**config.mk**
```make
export PLATFORM = sky130hd
export DESIGN_NAME = sensor_sampler
export DESIGN_NICKNAME = d
export VERILOG_FILES = /design/src/rtl/sensor_sampler.sv
export SDC_FILE = /design/constraint.sdc
export NUM_CORES = 1
export LEC_CHECK = 0
export BUFFER_PORTS_ARGS = -buffer_cell sky130_fd_sc_hd__buf_2
export CORE_MARGIN = 3
export CORE_UTILIZATION = 30
export DETAILED_ROUTE_END_ITERATION = 16
export PLACE_DENSITY = 0.43
export SKIP_LAST_GASP = 1
export SLEW_MARGIN = 30
export SYNTH_ARGS = -nofsm -noshare
export SYNTH_HDL_FRONTEND = slang
export SYNTH_SLANG_ARGS = --single-unit
```
**constraint.sdc**
```tcl
create_clock -name clk -period 3.84 [get_ports clk]
set_input_delay 0.384 -clock clk [delete_from_list [all_inputs] [get_ports clk]]
set_output_delay 0.384 -clock clk [all_outputs]
set_load 0.01 [all_outputs]
```
**src/rtl/sensor_sampler.sv**
```systemverilog
// Duty-cycled sensor sampling controller: windows the sensor enable, captures one
// alert-tagged sample per period and buffers it in a first-word-fall-through FIFO.
module sensor_sampler #(
  parameter int unsigned INTERVAL = 100,
  parameter int unsigned SETTLE   = 2,
  parameter logic [7:0]  THRESH   = 8'd128,
  parameter int unsigned DEPTH    = 4
) (
  input  logic                     clk,
  input  logic                     rst_n,
  input  logic                     run,
  output logic                     sensor_en,
  input  logic [7:0]               sensor_data,
  output logic                     out_valid,
  input  logic                     out_ready,
  output logic [7:0]               out_data,
  output logic                     out_alert,
  output logic [$clog2(DEPTH):0]   fifo_count,
  output logic                     overflow,
  input  logic                     clr_overflow
);

  localparam int unsigned IW = $clog2(INTERVAL + 1);
  localparam int unsigned SW = $clog2(SETTLE + 1);
  localparam int unsigned AW = $clog2(DEPTH);
  localparam int unsigned CW = AW + 1;

  localparam logic [IW-1:0] INT_LAST  = IW'(INTERVAL - 1);
  localparam logic [SW-1:0] SET_LAST  = SW'(SETTLE - 1);
  localparam logic [CW-1:0] DEPTH_C   = CW'(DEPTH);
  localparam logic [CW-1:0] CNT_ONE   = CW'(1);
  localparam logic [CW-1:0] CNT_ZERO  = CW'(0);

  typedef enum logic [1:0] {
    IDLE    = 2'd0,
    WARM    = 2'd1,
    CAPTURE = 2'd2
  } state_t;

  state_t          state_r, state_s;
  logic [IW-1:0]   icnt_r, icnt_s;
  logic [SW-1:0]   scnt_r, scnt_s;
  logic            sen_r, sen_s;
  logic            push_s;

  logic [8:0]      mem_r [DEPTH];
  logic [AW-1:0]   wr_ptr_r, rd_ptr_r;
  logic [CW-1:0]   count_r, count_s;
  logic            valid_r;
  logic [8:0]      head_r, head_s;
  logic            ovf_r;

  logic            full_s, pop_s, wr_en_s, drop_s;
  logic [8:0]      wdata_s;
  logic [AW-1:0]   rd_nxt_s;

  // Sampling FSM state register.
  always_ff @(posedge clk or negedge rst_n) begin
    if (!rst_n) begin
      state_r <= IDLE;
    end else begin
      state_r <= state_s;
    end
  end

  // Window sequencing: interval count, settle count, enable and capture strobe.
  always_comb begin
    state_s = state_r;
    icnt_s  = icnt_r;
    scnt_s  = scnt_r;
    sen_s   = sen_r;
    push_s  = 1'b0;
    case (state_r)
      IDLE: begin
        if (run) begin
          if (icnt_r == INT_LAST) begin
            icnt_s  = {IW{1'b0}};
            scnt_s  = {SW{1'b0}};
            sen_s   = 1'b1;
            state_s = WARM;
          end else begin
            icnt_s = icnt_r + IW'(1);
          end
        end else begin
          icnt_s = {IW{1'b0}};
        end
      end
      WARM: begin
        if (scnt_r == SET_LAST) begin
          scnt_s  = {SW{1'b0}};
          state_s = CAPTURE;
        end else begin
          scnt_s = scnt_r + SW'(1);
        end
      end
      CAPTURE: begin
        // The window always completes even if run has dropped meanwhile.
        push_s  = 1'b1;
        sen_s   = 1'b0;
        icnt_s  = {IW{1'b0}};
        state_s = IDLE;
      end
      default: begin
        icnt_s  = {IW{1'b0}};
        scnt_s  = {SW{1'b0}};
        sen_s   = 1'b0;
        state_s = IDLE;
      end
    endcase
  end

  // Counters and the sensor enable are registered.
  always_ff @(posedge clk or negedge rst_n) begin
    if (!rst_n) begin
      icnt_r <= {IW{1'b0}};
      scnt_r <= {SW{1'b0}};
      sen_r  <= 1'b0;
    end else begin
      icnt_r <= icnt_s;
      scnt_r <= scnt_s;
      sen_r  <= sen_s;
    end
  end

  assign full_s   = (count_r == DEPTH_C);
  assign pop_s    = valid_r & out_ready;
  assign wr_en_s  = push_s & (~full_s | pop_s);
  assign drop_s   = push_s & full_s & ~pop_s;
  assign wdata_s  = {(sensor_data >= THRESH), sensor_data};
  assign rd_nxt_s = rd_ptr_r + AW'(1);

  // Occupancy after this edge's push/pop.
  always_comb begin
    count_s = count_r;
    case ({wr_en_s, pop_s})
      2'b10:   count_s = count_r + CNT_ONE;
      2'b01:   count_s = count_r - CNT_ONE;
      default: count_s = count_r;
    endcase
  end

  // Next head entry; a sample pushed alongside the last pop becomes the head.
  always_comb begin
    head_s = head_r;
    if (pop_s) begin
      if (count_r > CNT_ONE) begin
        head_s = mem_r[rd_nxt_s];
      end else if (wr_en_s) begin
        head_s = wdata_s;
      end else begin
        head_s = head_r;
      end
    end else if ((count_r == CNT_ZERO) && wr_en_s) begin
      head_s = wdata_s;
    end else begin
      head_s = head_r;
    end
  end

  // FIFO storage, pointers, occupancy and registered head.
  always_ff @(posedge clk or negedge rst_n) begin
    if (!rst_n) begin
      for (int i = 0; i < int'(DEPTH); i++) begin
        mem_r[i] <= 9'd0;
      end
      wr_ptr_r <= {AW{1'b0}};
      rd_ptr_r <= {AW{1'b0}};
      count_r  <= {CW{1'b0}};
      valid_r  <= 1'b0;
      head_r   <= 9'd0;
    end else begin
      if (wr_en_s) begin
        mem_r[wr_ptr_r] <= wdata_s;
        wr_ptr_r        <= wr_ptr_r + AW'(1);
      end
      if (pop_s) begin
        rd_ptr_r <= rd_nxt_s;
      end
      count_r <= count_s;
      valid_r <= (count_s != CNT_ZERO);
      head_r  <= head_s;
    end
  end

  // Sticky drop flag; a drop in the same cycle as a clear keeps it set.
  always_ff @(posedge clk or negedge rst_n) begin
    if (!rst_n) begin
      ovf_r <= 1'b0;
    end else if (drop_s) begin
      ovf_r <= 1'b1;
    end else if (clr_overflow) begin
      ovf_r <= 1'b0;
    end else begin
      ovf_r <= ovf_r;
    end
  end

  assign sensor_en  = sen_r;
  assign out_valid  = valid_r;
  assign out_data   = head_r[7:0];
  assign out_alert  = head_r[8];
  assign fifo_count = count_r;
  assign overflow   = ovf_r;

endmodule
```
=== After elaboration in Yosys (flattened, before gate mapping) ===
Cells that the tools add are included.

* Bits of input ports: 13
* Flip-flop bits (word level): 66
* Output and inout bits: 15

* Add/subtract/negate cells: 6
* Equal/unequal tests: 11
* Bitwise gates (word level): 11
* Magnitude comparators: 5
* Reduce and logical (&&, ||, !) cells: 11
* Mux-type cells: 28

{| class="wikitable"
|+ Operators with widths
! kind !! number
|-
| two-way mux 9 bit || 7
|-
| bitwise mux 36 bit || 1
|-
| binary-select mux 9 bit (select 2 bit) || 1
|-
| demux 9 bit (select 2 bit) || 1
|-
| two-way mux 7 bit || 2
|-
| case mux 7 bit (2 select lines) || 1
|-
| two-way mux 2 bit || 6
|-
| AND reduction 3 bit || 3
|-
| greater-or-equal comparator 8 bit (second input constant) || 1
|-
| adder 7 x 1 -> 7 bit (second input constant) || 1
|-
| == test 7 bit (second input constant) || 1
|-
| adder 2 x 1 -> 2 bit (second input constant) || 3
|-
| == test 2 x 1 -> 1 bit (second input constant) || 3
|-
| greater-or-equal comparator 3 bit (second input constant) || 2
|-
| != test 2 bit (second input constant) || 3
|-
| NOT 2 -> 3 bit || 2
|-
| case mux 2 bit (3 select lines) || 1
|-
| case mux 3 bit (2 select lines) || 1
|-
| two-way mux 1 bit || 5
|-
| AND 1 bit || 4
|-
| == test 2 bit (second input constant) || 2
|-
| NOT 1 bit || 4
|-
| case mux 2 bit (2 select lines) || 1
|-
| nonzero test 2 bit || 2
|-
| 13 further kinds || 14
|}

=== Depth between registers and ports, before layout ===
Gate-level depths: netlist of the first run.

* Depth in word-level cells: 7
* Mapped depth: 7
* Gate-level depth less buffers: 6

=== Least setup slack after synthesis of the first run ===
Ideal clock, no wire load.

* Path kind: reg2reg
* From: register count_r[0] (netlist: fifo_count[0])
* To: register head_r[0]
* Setup slack: 2.135 ns
* Period minus slack after synthesis: 1.705 ns
* Path buffers: 1
* Arrival time: 1.579 ns
* Data required time: 3.714 ns
* Cell stages (with the launch flop): 8
* Path through: dfrtp_1 inv_1 ha_1 nor2b_1 o21ai_0 buf_2 mux2i_1 a21oi_1

* Longest elaborated chain between the ends: 7
* Elaborated cells on any way between the ends: 12
* Those cells by class: order compare (1); eq/ne (2); mux (2); bitwise (3); reduce/logical (4)

{| class="wikitable"
|+ Ends and longest elaborated chain
! element !! RTL line !! text
|-
| from (decl) || 48 || <nowiki>logic [CW-1:0] count_r, count_s;</nowiki>
|-
| from (signal assigned) || 168 || <nowiki>count_r <= {CW{1'b0}};</nowiki>
|-
| from (signal assigned) || 179 || <nowiki>count_r <= count_s;</nowiki>
|-
| == test 3 bit || 125 || <nowiki>assign full_s = (count_r == DEPTH_C);</nowiki>
|-
| NOT 1 bit || 127 || <nowiki>assign wr_en_s = push_s & (~full_s | pop_s);</nowiki>
|-
| bitwise OR 1 bit || 127 ||
|-
| AND 1 bit || 127 ||
|-
| logical AND 1 bit || 153 || <nowiki>end else if ((count_r == CNT_ZERO) && wr_en_s) begin</nowiki>
|-
| nonzero test 2 bit (no line) || -- ||
|-
| AND reduction 2 bit (no line) || -- ||
|-
| to (signal assigned) || 181 || <nowiki>head_r <= head_s;</nowiki>
|-
| to (decl) || 50 || <nowiki>logic [8:0] head_r, head_s;</nowiki>
|}

Several ways; a longest one is shown, not always the timed one.
A chain may end at the register's enable or synchronous reset.

=== Worst setup path in the final report of the first run ===
* From: register count_r[0] (netlist: fifo_count[0])
* To: register mem_r[32] (netlist name)

* Longest elaborated chain between the ends: 4

{| class="wikitable"
|+ Ends and longest elaborated chain
! element !! RTL line !! text
|-
| == test 3 bit || 125 ||
|-
| NOT 1 bit || 127 ||
|-
| bitwise OR 1 bit || 127 ||
|-
| AND 1 bit || 127 ||
|-
| to (signal, indexed assignment) || 173 || <nowiki>mem_r[wr_ptr_r] <= wdata_s;</nowiki>
|-
| to (decl) || 46 || <nowiki>logic [8:0] mem_r [DEPTH];</nowiki>
|}

Every way passes these cells.

==> key figures, run 1 <==
Logic synthesis
  – Area fraction of the dominant cell type after synthesis: 52.5%
  – Post-Syn Area per Cell: about 13 sq um
  – Ys Warns: 0
  – Number of synthesized flops with an enable pin: 0
  – Synthesized instance count: ~250
  – Seq/Total Area, Yosys: 52.5%
  – Top cells by count, synth: dfrtp_1 (66), mux2_2 (36), nor2_1 (18)
  – Synth cell types: 42
  – Fraction of registers with async set/reset: 100%
  – Synth Cell Area: between 3000 and 4000 sq um
  – Largest cells by area after synthesis: dfrtp_1 (52%), mux2_2 (13%), mux4_2 (6.4%)
  – Ys flop type: dfrtp_1
  – Most numerous cell in the Yosys netlist: dfrtp_1
  – Synthesis-stage register bit count: 66
  – Syn_nets: 269
  – Dominant cell type by area after synthesis: dfrtp_1

Global route
  – GR Util All Layers: 12.2%
  – Total gr overflow: 0
  – Largest net degree at the start of global routing: 40
  – Vias in the first global route: 2103
  – First-pass GRT wire length: roughly 11000 um
  – Initial antenna violation count: 0

Clock tree
  – Root Driver: clkbuf_8
  – Num CTS Buffers: 9
  – Setup repair bufs after CTS: 0
  – Post-CTS Resized: 0
  – Later-pin clock latency in the skew report: 340 ps
  – Clock-pin slew on the worst setup and hold paths: 80 ps
  – Hold Buf Count CTS: 0
  – CTS tree: yes
  – Clk sinks: 66
  – Max Buffers Root-to-Sink: 2
  – Number of H-tree branching levels: 3

STA
  – Skew final: slightly above 8 ps
  – RSZ-0062 raised after global routing: false
  – Minimum clock period after layout: about 1900 ps
  – Slew HR: 56.5%
  – # setup viols final: 0
  – Final period util: around half
  – Sum Neg Setup Slack: 0 ps
  – Max Fclk: 0.533 GHz
  – Least-Margin Pin Slew: 652 ps
  – Hold Fails Final Rpt: 0
  – Final slew viol count: 0
  – Setup ws final: slightly below 2000 ps

Final layout
  – # fillers: around 1000
  – Area delta synth->final: 16.3%
  – Footprint of the multi-input gates: 1400 sq um
  – Antenna diodes: 0
  – Sequential Area: around 1700 sq um
  – Number of nets in the layout: 301
  – Share of cells above drive strength 1: 35.2%

Routing
  – # DRC: 0
  – Routed Antenna Nets: 0
  – Vias per inst: around 4.8
  – Initial DRC count: 75
  – WL final: 6460 um
  – WL per Instance: approximately 15 um
  – Routed vias: 1993
  – First drt pass iteration count: 4

Floorplan
  – Die area: 11800 sq um
  – I/O pin count: 28
  – Die width: 108 um
  – Initial Util: between 30% and 40%
  – Core Area: 10000 sq um
  – Die height: 108 um
  – FP Rows: 36

Worst setup path
  – Nature of the critical path endpoint: flop
  – Crit-path max FO: 9
  – Slowest cell on crit path: dfrtp_1
  – Startpoint Class: flop
  – CP Cell Sequence: inv_1, ha_1, a31oi_4, nand2_2, mux2_2
  – Critical Path RT: between 4000 and 5000 ps
  – Worst endpoint data arrival time: 2100 ps
  – CP peak stage delay: 460 ps
  – CP Class: reg -> reg

Power and ir drop
  – Worst vdd ir: about 0.24 mV
  – Post-route total power: 2.14 mW
  – Static Leakage: about 1.8 nW
  – Power density cells: 584 nW/um^2

Placed design
  – Detailed Place HPWL: roughly 4200 um
  – Place WS: 1960 ps
  – Routability cong.: between 0.7 and 0.8
  – Port Buf Inserts: 27

Status
  – Outcome: finished clean

Job
  – Max cap viols: 0

Min path
  – Worst Hold Class: in -> async
[registers in the layout, summed over array words and instances, names as in the netlist]
signal,count
state_r,2
fifo_count,3
out_valid,1
head_r,9
wr_ptr_r,2
rd_ptr_r,2
mem_r,36
scnt_r,2
icnt_r,7
overflow,1
sensor_en,1
[placed cells by master, fill, tap and decap left out, types with 4 or more instances in the layout]
master    synthesis  layout
a21oi_1          14      14
buf_2             4      27
clkbuf_8          0       9
dfrtp_1          66      66
ha_1              9       9
inv_1            11      11
mux2_2           36      36
mux2i_1           9       9
mux4_2            9       9
nand2_1          10      10
nand2_2           4       4
nand3_1           5       5
nor2_1           18      18
xor2_1            5       5
[critical path: cells and delay by family (launching register included)]
family	cells	cell delay, ps
mux	1	340
compound gates	1	310
simple gates	1	270
buf+inv	1	100
flops	1	460
fa+ha+maj	1	270
[final cells by class]
cell class	count	area share, %
Sequential cell	66	45.1
Inverter	11	1.13
Timing Repair Buffer	30	4.31
Tap cell	133	4.55
Multi-Input combinational cell	161	38.3
Clock inverter	7	3.21
Clock buffer	9	3.38
[through the flow]
| step | hold WS (ps) | cells | area (sq um) | util, % |
|---|---|---|---|---|
| 4_1_cts | 77.5 | 417 | 3660 | 36.6 |
| 3_5_place_dp | 464 | 401 | 3420 | 34.2 |
| 3_3_place_gp | 460 | 401 | 3420 | 34.2 |
| 6_report | 54.1 | 417 | 3660 | 36.6 |
| 5_1_grt | 85.9 | 417 | 3660 | 36.6 |
| 2_1_floorplan | 88.4 | 247 | 3150 | - |
[per-layer routing]
metal,routed length [um],global-route usage [%]
met5,0,0
met4,58,2.98
met3,243,3.94
met2,3060,20.2
met1,3090,15.6
[report_power, final]
group | total, mW | switching, mW | internal (mW)
Combinational | 0.511 | 0.261 | 0.250
Sequential | 0.918 | 0.132 | 0.786
Clock | 0.709 | 0.277 | 0.431
Total | 2.14 | 0.671 | 1.47
[logic make-up (layout without fill, tap and decap cells)]
kind of cell / after synthesis / after routing / share of synthesized area, %
AOI/OAI and AO/OA: 32 / 32 / 6.80
xor gates and xnor gates: 8 / 8 / 2.23
adders and majority gates: 9 / 9 / 3.58
buffers and inverters: 20 / 57 / 3.02
DFF: 66 / 66 / 52.5
muxes: 54 / 54 / 22.2
and+or+nand+nor: 58 / 58 / 9.74
[worst paths after layout]
check	to	cells past startpoint	slack, ps	startpoint
max reg2reg	mem_r[32]	5	1960	fifo_count[0]
max	mem_r[32]	5	1960	fifo_count[0]
min in group clk	overflow	2	220	clr_overflow
max in group asynchronous	icnt_r[5]	2	2820	rst_n
min	head_r[1]	1	50	rst_n
min reg2reg	scnt_r[1]	1	480	scnt_r[1]
Power figures use the tool's default switching activity.
==> inputs of run 2 (changes only) <==
ABC_AREA = 1   (was default)
PLACE_DENSITY = 0.44   (was 0.43)
clock period = 1.6 ns   (was 3.84 ns; I/O delays follow)
==> key figures, run 2 <==
Power and ir drop
  – Net Sw Power: between 1.5 and 2 mW
  – Reg power frac: 38.9%
  – Combinational Power Share: about a third
  – Worst vdd ir: roughly 0.60 mV
  – Sw Share: 35.9%
  – Static Leakage: 2.01 nW
  – Clk pwr share: 27.6%
  – Power density cells: 1350 nW/um^2
  – Pint: approximately 3.3 mW

Floorplan
  – Die area: 12200 sq um
  – Initial Util: just over 30%
  – Die width: 110 um
  – Die height: 110 um
  – I/O pin count: 28
  – FP Rows: 37
  – Core Area: 10500 sq um

Logic synthesis
  – Most numerous cell in the Yosys netlist: nand2_1
  – Largest cells by area after synthesis: dfrtp_1 (51%), nand2_1 (14%), inv_1 (5.4%)
  – Number of synthesized flops with an enable pin: 0
  – Dominant cell type by area after synthesis: dfrtp_1
  – Synth Cell Area: approximately 3300 sq um
  – Post-Syn Area per Cell: 8.39 sq um
  – Ys flop type: dfrtp_1
  – Top cells by count, synth: nand2_1 (118), dfrtp_1 (66), inv_1 (47)
  – Fraction of registers with async set/reset: 100%
  – Area fraction of the dominant cell type after synthesis: 50.6%
  – Syn_nets: 411
  – Synthesized instance count: 389
  – Ys Warns: 0
  – Synth cell types: 30
  – Seq/Total Area, Yosys: roughly 50%
  – Synthesis-stage register bit count: 66

Routing
  – Routed vias: 2575
  – Routed Antenna Nets: 0
  – Initial DRC count: 125
  – Vias per inst: roughly 4.5
  – # DRC: 0
  – First drt pass iteration count: 4
  – WL per Instance: about 13 um
  – WL final: ~7500 um

Clock tree
  – Number of H-tree branching levels: 3
  – Num CTS Buffers: 9
  – Root Driver: clkbuf_8
  – Clock-pin slew on the worst setup and hold paths: 70 ps
  – Clk sinks: 66
  – Later-pin clock latency in the skew report: 340 ps
  – Max Buffers Root-to-Sink: 2
  – CTS tree: yes

STA
  – Skew final: 8.25 ps
  – Minimum clock period after layout: 1480 ps
  – Sum Neg Setup Slack: 0 ps
  – Least-Margin Pin Slew: 359 ps
  – Max Fclk: 0.677 GHz
  – Hold Fails Final Rpt: 0
  – Slew HR: 76.1%
  – Final period util: roughly 90%
  – Final slew viol count: 0
  – Hold_ws: 41.8 ps
  – # setup viols final: 0
  – Setup ws final: 124 ps
  – RSZ-0062 raised after global routing: false

Final layout
  – Most frequent cells in the layout: nand2_1 (118), dfrtp_1 (66), inv_1 (46)
  – Number of nets in the layout: 457
  – Footprint of the multi-input gates: 1360 sq um
  – Antenna diodes: 0
  – Share of cells above drive strength 1: between 10% and 20%
  – Final instance area: 3850 sq um
  – Area delta synth->final: 17.9%
  – # fillers: 1135
  – Top Registers: mem_r: 36 flops, head_r: 9 flops, icnt_r: 7 flops
  – Sequential Area: 1650 sq um
  – Largest register FFs: 36
  – Top reg by flops: mem_r
  – Commonest non-fill, non-tap cell in the layout: nand2_1
  – Final core utilization: 36.8%

Status
  – Outcome: finished clean

Worst setup path
  – Crit-path max FO: 7
  – CP peak stage delay: 400 ps
  – CP Class: reg -> reg
  – Startpoint Class: flop
  – Most frequent CP cell: nand2_1
  – Nature of the critical path endpoint: flop
  – Slowest cell on crit path: dfrtp_1
  – Crit path from: fifo_count[1]
  – Worst R2R Start: fifo_count[1]
  – Critical Path RT: 1830 ps
  – CP Cell Sequence: inv_1, ha_1, nand2_1, nand2_1, nand2_1, inv_2, nand3_1, nand2_1, nor2_1
  – Worst endpoint data arrival time: 1710 ps

Placed design
  – Place WS: between 70 and 80 ps
  – Placed Area: between 3000 and 4000 sq um
  – Detailed Place HPWL: 5370 um
  – Routability cong.: 0.793
  – Port Buf Inserts: 27

Global route
  – First-pass GRT wire length: 12700 um
  – Total gr overflow: 0
  – Initial antenna violation count: 0
  – Largest net degree at the start of global routing: 67
  – Vias in the first global route: ~2600
  – GR Util All Layers: 13.9%

Min path
  – Worst Hold Class: in -> reg
  – Min-delay src: sensor_data[1]

Job
  – Max cap viols: 0
run 2: changes by cell type after synthesis, moves of 6 or more:
cell	change
nand2_1	+108
inv_1	+36
mux2_2	-36
o21ai_0	+23
nand3_1	+21
o21ai_1	+16
nor2_1	+12
mux2i_1	-9
mux4_2	-9
a21oi_1	-6
run 2: worst max-delay path, delay by kind of cell (launching register included):
kind / cells / cell delay (ps)
buffers and inverters: 2 / 250
adder cells (fa/ha/maj): 1 / 220
flip-flops: 1 / 400
AND/OR/NAND/NOR: 6 / 500
run 2: routing by layer:
layer | vias up | GRT usage, % | wire, um
met5 | - | 0 | 0
met3 | 15 | 3.26 | 296
met1 | 1181 | 18.9 | 3640
met2 | 54 | 20.5 | 3370
met4 | 0 | 7.39 | 163
li1 | 1325 | - | -
run 2: timing repair:
action	4_1_cts	5_1_grt
setup buffers	0	4
endpoints found under the hold margin	66	0
resized for setup	0	2
setup endpoints to repair	0	18
hold buffers	1	0
run 2: metrics by stage:
stage          total power [mW]  instances
2_1_floorplan              3.06        389
3_3_place_gp               3.77        555
3_5_place_dp               3.77        555
4_1_cts                    5.25        572
5_1_grt                    5.64        576
6_report                   5.20        576
run 2: logic make-up after synthesis:
group,count (synthesis),synth area share (%)
compound gates,60,9.89
xor+xnor,5,1.34
fa+ha+maj,9,3.45
buf+inv,58,8.01
flops,66,50.6
simple gates,191,26.7
run 2: final cells by class:
cell class	count	area share [%]
clock buffers	14	4.23
clock inverters	2	0.911
inverters	52	5.30
multi-input cells	265	35.2
flip-flops and latches	66	42.9
well taps	136	4.42
repair buffers	41	6.96
run 2: worst paths after layout:
check | slack [ps] | to | depth (start not counted)
worst min-delay path | 40 | mem_r[1] | 3
worst max-delay path | 120 | head_r[4] | 9
worst max register to register | 120 | head_r[4] | 9
min in group asynchronous | 370 | mem_r[11] | 3
worst min register to register | 430 | state_r[1] | 1
max in group asynchronous | 950 | state_r[0] | 3
run 2: power groups by stage:
| stage | clock, mW | combinational, mW | sequential, mW |
|---|---|---|---|
| 3_3_place_gp | 0 | 1.70 | 2.06 |
| 2_1_floorplan | 0 | 0.972 | 2.09 |
| 5_1_grt | 1.59 | 2.00 | 2.05 |
| 3_5_place_dp | 0 | 1.71 | 2.06 |
| 4_1_cts | 1.51 | 1.71 | 2.03 |
| 6_report | 1.44 | 1.74 | 2.02 |
==> inputs of run 3 (changes only) <==
REMOVE_ABC_BUFFERS = 1   (was default)
==> key figures, run 3 (same netlist as run 2, synthesis figures left out) <==
STA
  – RSZ-0062 raised after global routing: false
  – # setup viols final: 0
  – Max Fclk: 0.682 GHz
  – Hold_ws: about 21 ps
  – Setup ws final: roughly 130 ps
  – Least-Margin Pin Slew: 392 ps
  – Skew final: between 7 and 8 ps
  – Minimum clock period after layout: between 1000 and 1500 ps
  – Slew HR: 73.8%
  – Final period util: 91.6%
  – Sum Neg Setup Slack: 0 ps
  – Final slew viol count: 0
  – Hold Fails Final Rpt: 0

Clock tree
  – Number of H-tree branching levels: 3
  – Clock-pin slew on the worst setup and hold paths: ~70 ps
  – Num CTS Buffers: 9
  – Max Buffers Root-to-Sink: 2
  – Later-pin clock latency in the skew report: 340 ps
  – CTS tree: yes
  – Clk sinks: 66
  – Root Driver: clkbuf_8

Global route
  – Total gr overflow: 0
  – Largest net degree at the start of global routing: 67
  – Initial antenna violation count: 0
  – GR Util All Layers: 13.9%
  – First-pass GRT wire length: between 10000 and 15000 um
  – Vias in the first global route: 2594

Final layout
  – Sequential Area: 1650 sq um
  – Top reg by flops: mem_r
  – Number of nets in the layout: 454
  – Commonest non-fill, non-tap cell in the layout: nand2_1
  – Final instance area: between 3000 and 4000 sq um
  – Largest register FFs: 36
  – Top Registers: mem_r: 36 flops, head_r: 9 flops, icnt_r: 7 flops
  – Share of cells above drive strength 1: 17.6%
  – Most frequent cells in the layout: nand2_1 (117), dfrtp_1 (66), inv_1 (46)
  – Area delta synth->final: 17.7%
  – Footprint of the multi-input gates: 1360 sq um
  – Antenna diodes: 0
  – # fillers: 1123

Min path
  – Worst Hold Class: in -> reg

Worst setup path
  – CP Cell Sequence: inv_1, buf_4, ha_1, nand2_1, nand3_4, nand2_4, inv_2, nand2_1, nand3_1
  – Buf/Inv on CP: 3
  – Slowest cell on crit path: dfrtp_1
  – CP peak stage delay: 370 ps
  – Nature of the critical path endpoint: flop
  – Critical Path RT: approximately 1800 ps
  – Startpoint Class: flop
  – Top Family by Delay on Critical Path: simple AND/OR/NAND/NOR gates
  – Crit-path max FO: 6
  – Most frequent CP cell: nand2_1
  – CP Class: reg -> reg
  – Worst endpoint data arrival time: around 1700 ps

Placed design
  – Routability cong.: 0.750
  – Port Buf Inserts: 27
  – Detailed Place HPWL: 5200 um
  – Place WS: 15.5 ps
  – Placed Area: 3590 sq um

Status
  – Outcome: finished clean

Routing
  – First drt pass iteration count: 4
  – Vias per inst: 4.45
  – Routed Antenna Nets: 0
  – # DRC: 0
  – WL final: 7560 um
  – WL per Instance: 13.2 um
  – Initial DRC count: 91
  – Routed vias: 2548

Floorplan
  – Initial Util: between 30 and 40%
  – FP Rows: 37
  – Die width: 110 um
  – Die height: between 100 and 150 um
  – Die area: 12200 sq um
  – Core Area: about 10000 sq um
  – I/O pin count: 28

Job
  – Max cap viols: 0

Power and ir drop
  – Power density cells: 1380 nW/um^2
  – Worst vdd ir: 0.627 mV
  – Static Leakage: between 1.5 and 2 nW
-- run 3: cell count changes in the layout (fill, tap and decap cells not counted), sizes merged --
cell	delta
bufinv	+1
buf	-3
clkbuf	-3
clkinvlp	+1
inv	+1
-- run 3: area by class of cell --
| type | instances | share of cell area, % |
|---|---|---|
| Timing Repair Buffer | 38 | 6.06 |
| Clock buffer | 11 | 3.68 |
| Multi-Input combinational cell | 265 | 35.4 |
| Clock inverter | 5 | 2.02 |
| Inverter | 52 | 5.41 |
| Sequential cell | 66 | 43.0 |
| Tap cell | 136 | 4.43 |
-- run 3: where the power goes --
group | internal (mW) | switching (mW)
Sequential | 1.86 | 0.145
Clock | 0.916 | 0.662
Combinational | 0.654 | 1.07
Total | 3.43 | 1.87
-- run 3: path summary, 6_finish.rpt --
check / from / endpoint / slack (ps) / cells past startpoint
max: fifo_count[1] / head_r[3] / 130 / 9
min: clr_overflow / overflow / 20 / 2
max reg2reg: fifo_count[1] / head_r[3] / 130 / 9
min reg2reg: scnt_r[1] / state_r[1] / 440 / 1
max in group asynchronous: rst_n / icnt_r[3] / 930 / 3
min in group asynchronous: rst_n / mem_r[4] / 360 / 3
-- run 3: through the flow --
step / instances / power [mW] / utilization, %
floorplan: 383 / 3.03 / -
finish: 573 / 5.30 / 36.7
CTS: 572 / 5.36 / 36.5
global placement: 555 / 3.75 / 34.3
detailed placement: 555 / 3.76 / 34.3
global route: 573 / 5.74 / 36.7
-- run 3: what timing repair did --
item,in CTS,in global routing
hold buffers,1,0
resized for setup,0,7
buffers inserted,0,1
setup endpoints to repair,0,22
hold endpoints to repair,66,0
-- run 3: layer usage --
layer  vias to the layer above  wire length [um]  GRT usage, %
met1                      1180              3610          17.8
met4                         0                80          4.66
met3                         7               317          4.14
met5                         -                 0             0
li1                       1317                 -             -
met2                        44              3550          22.3
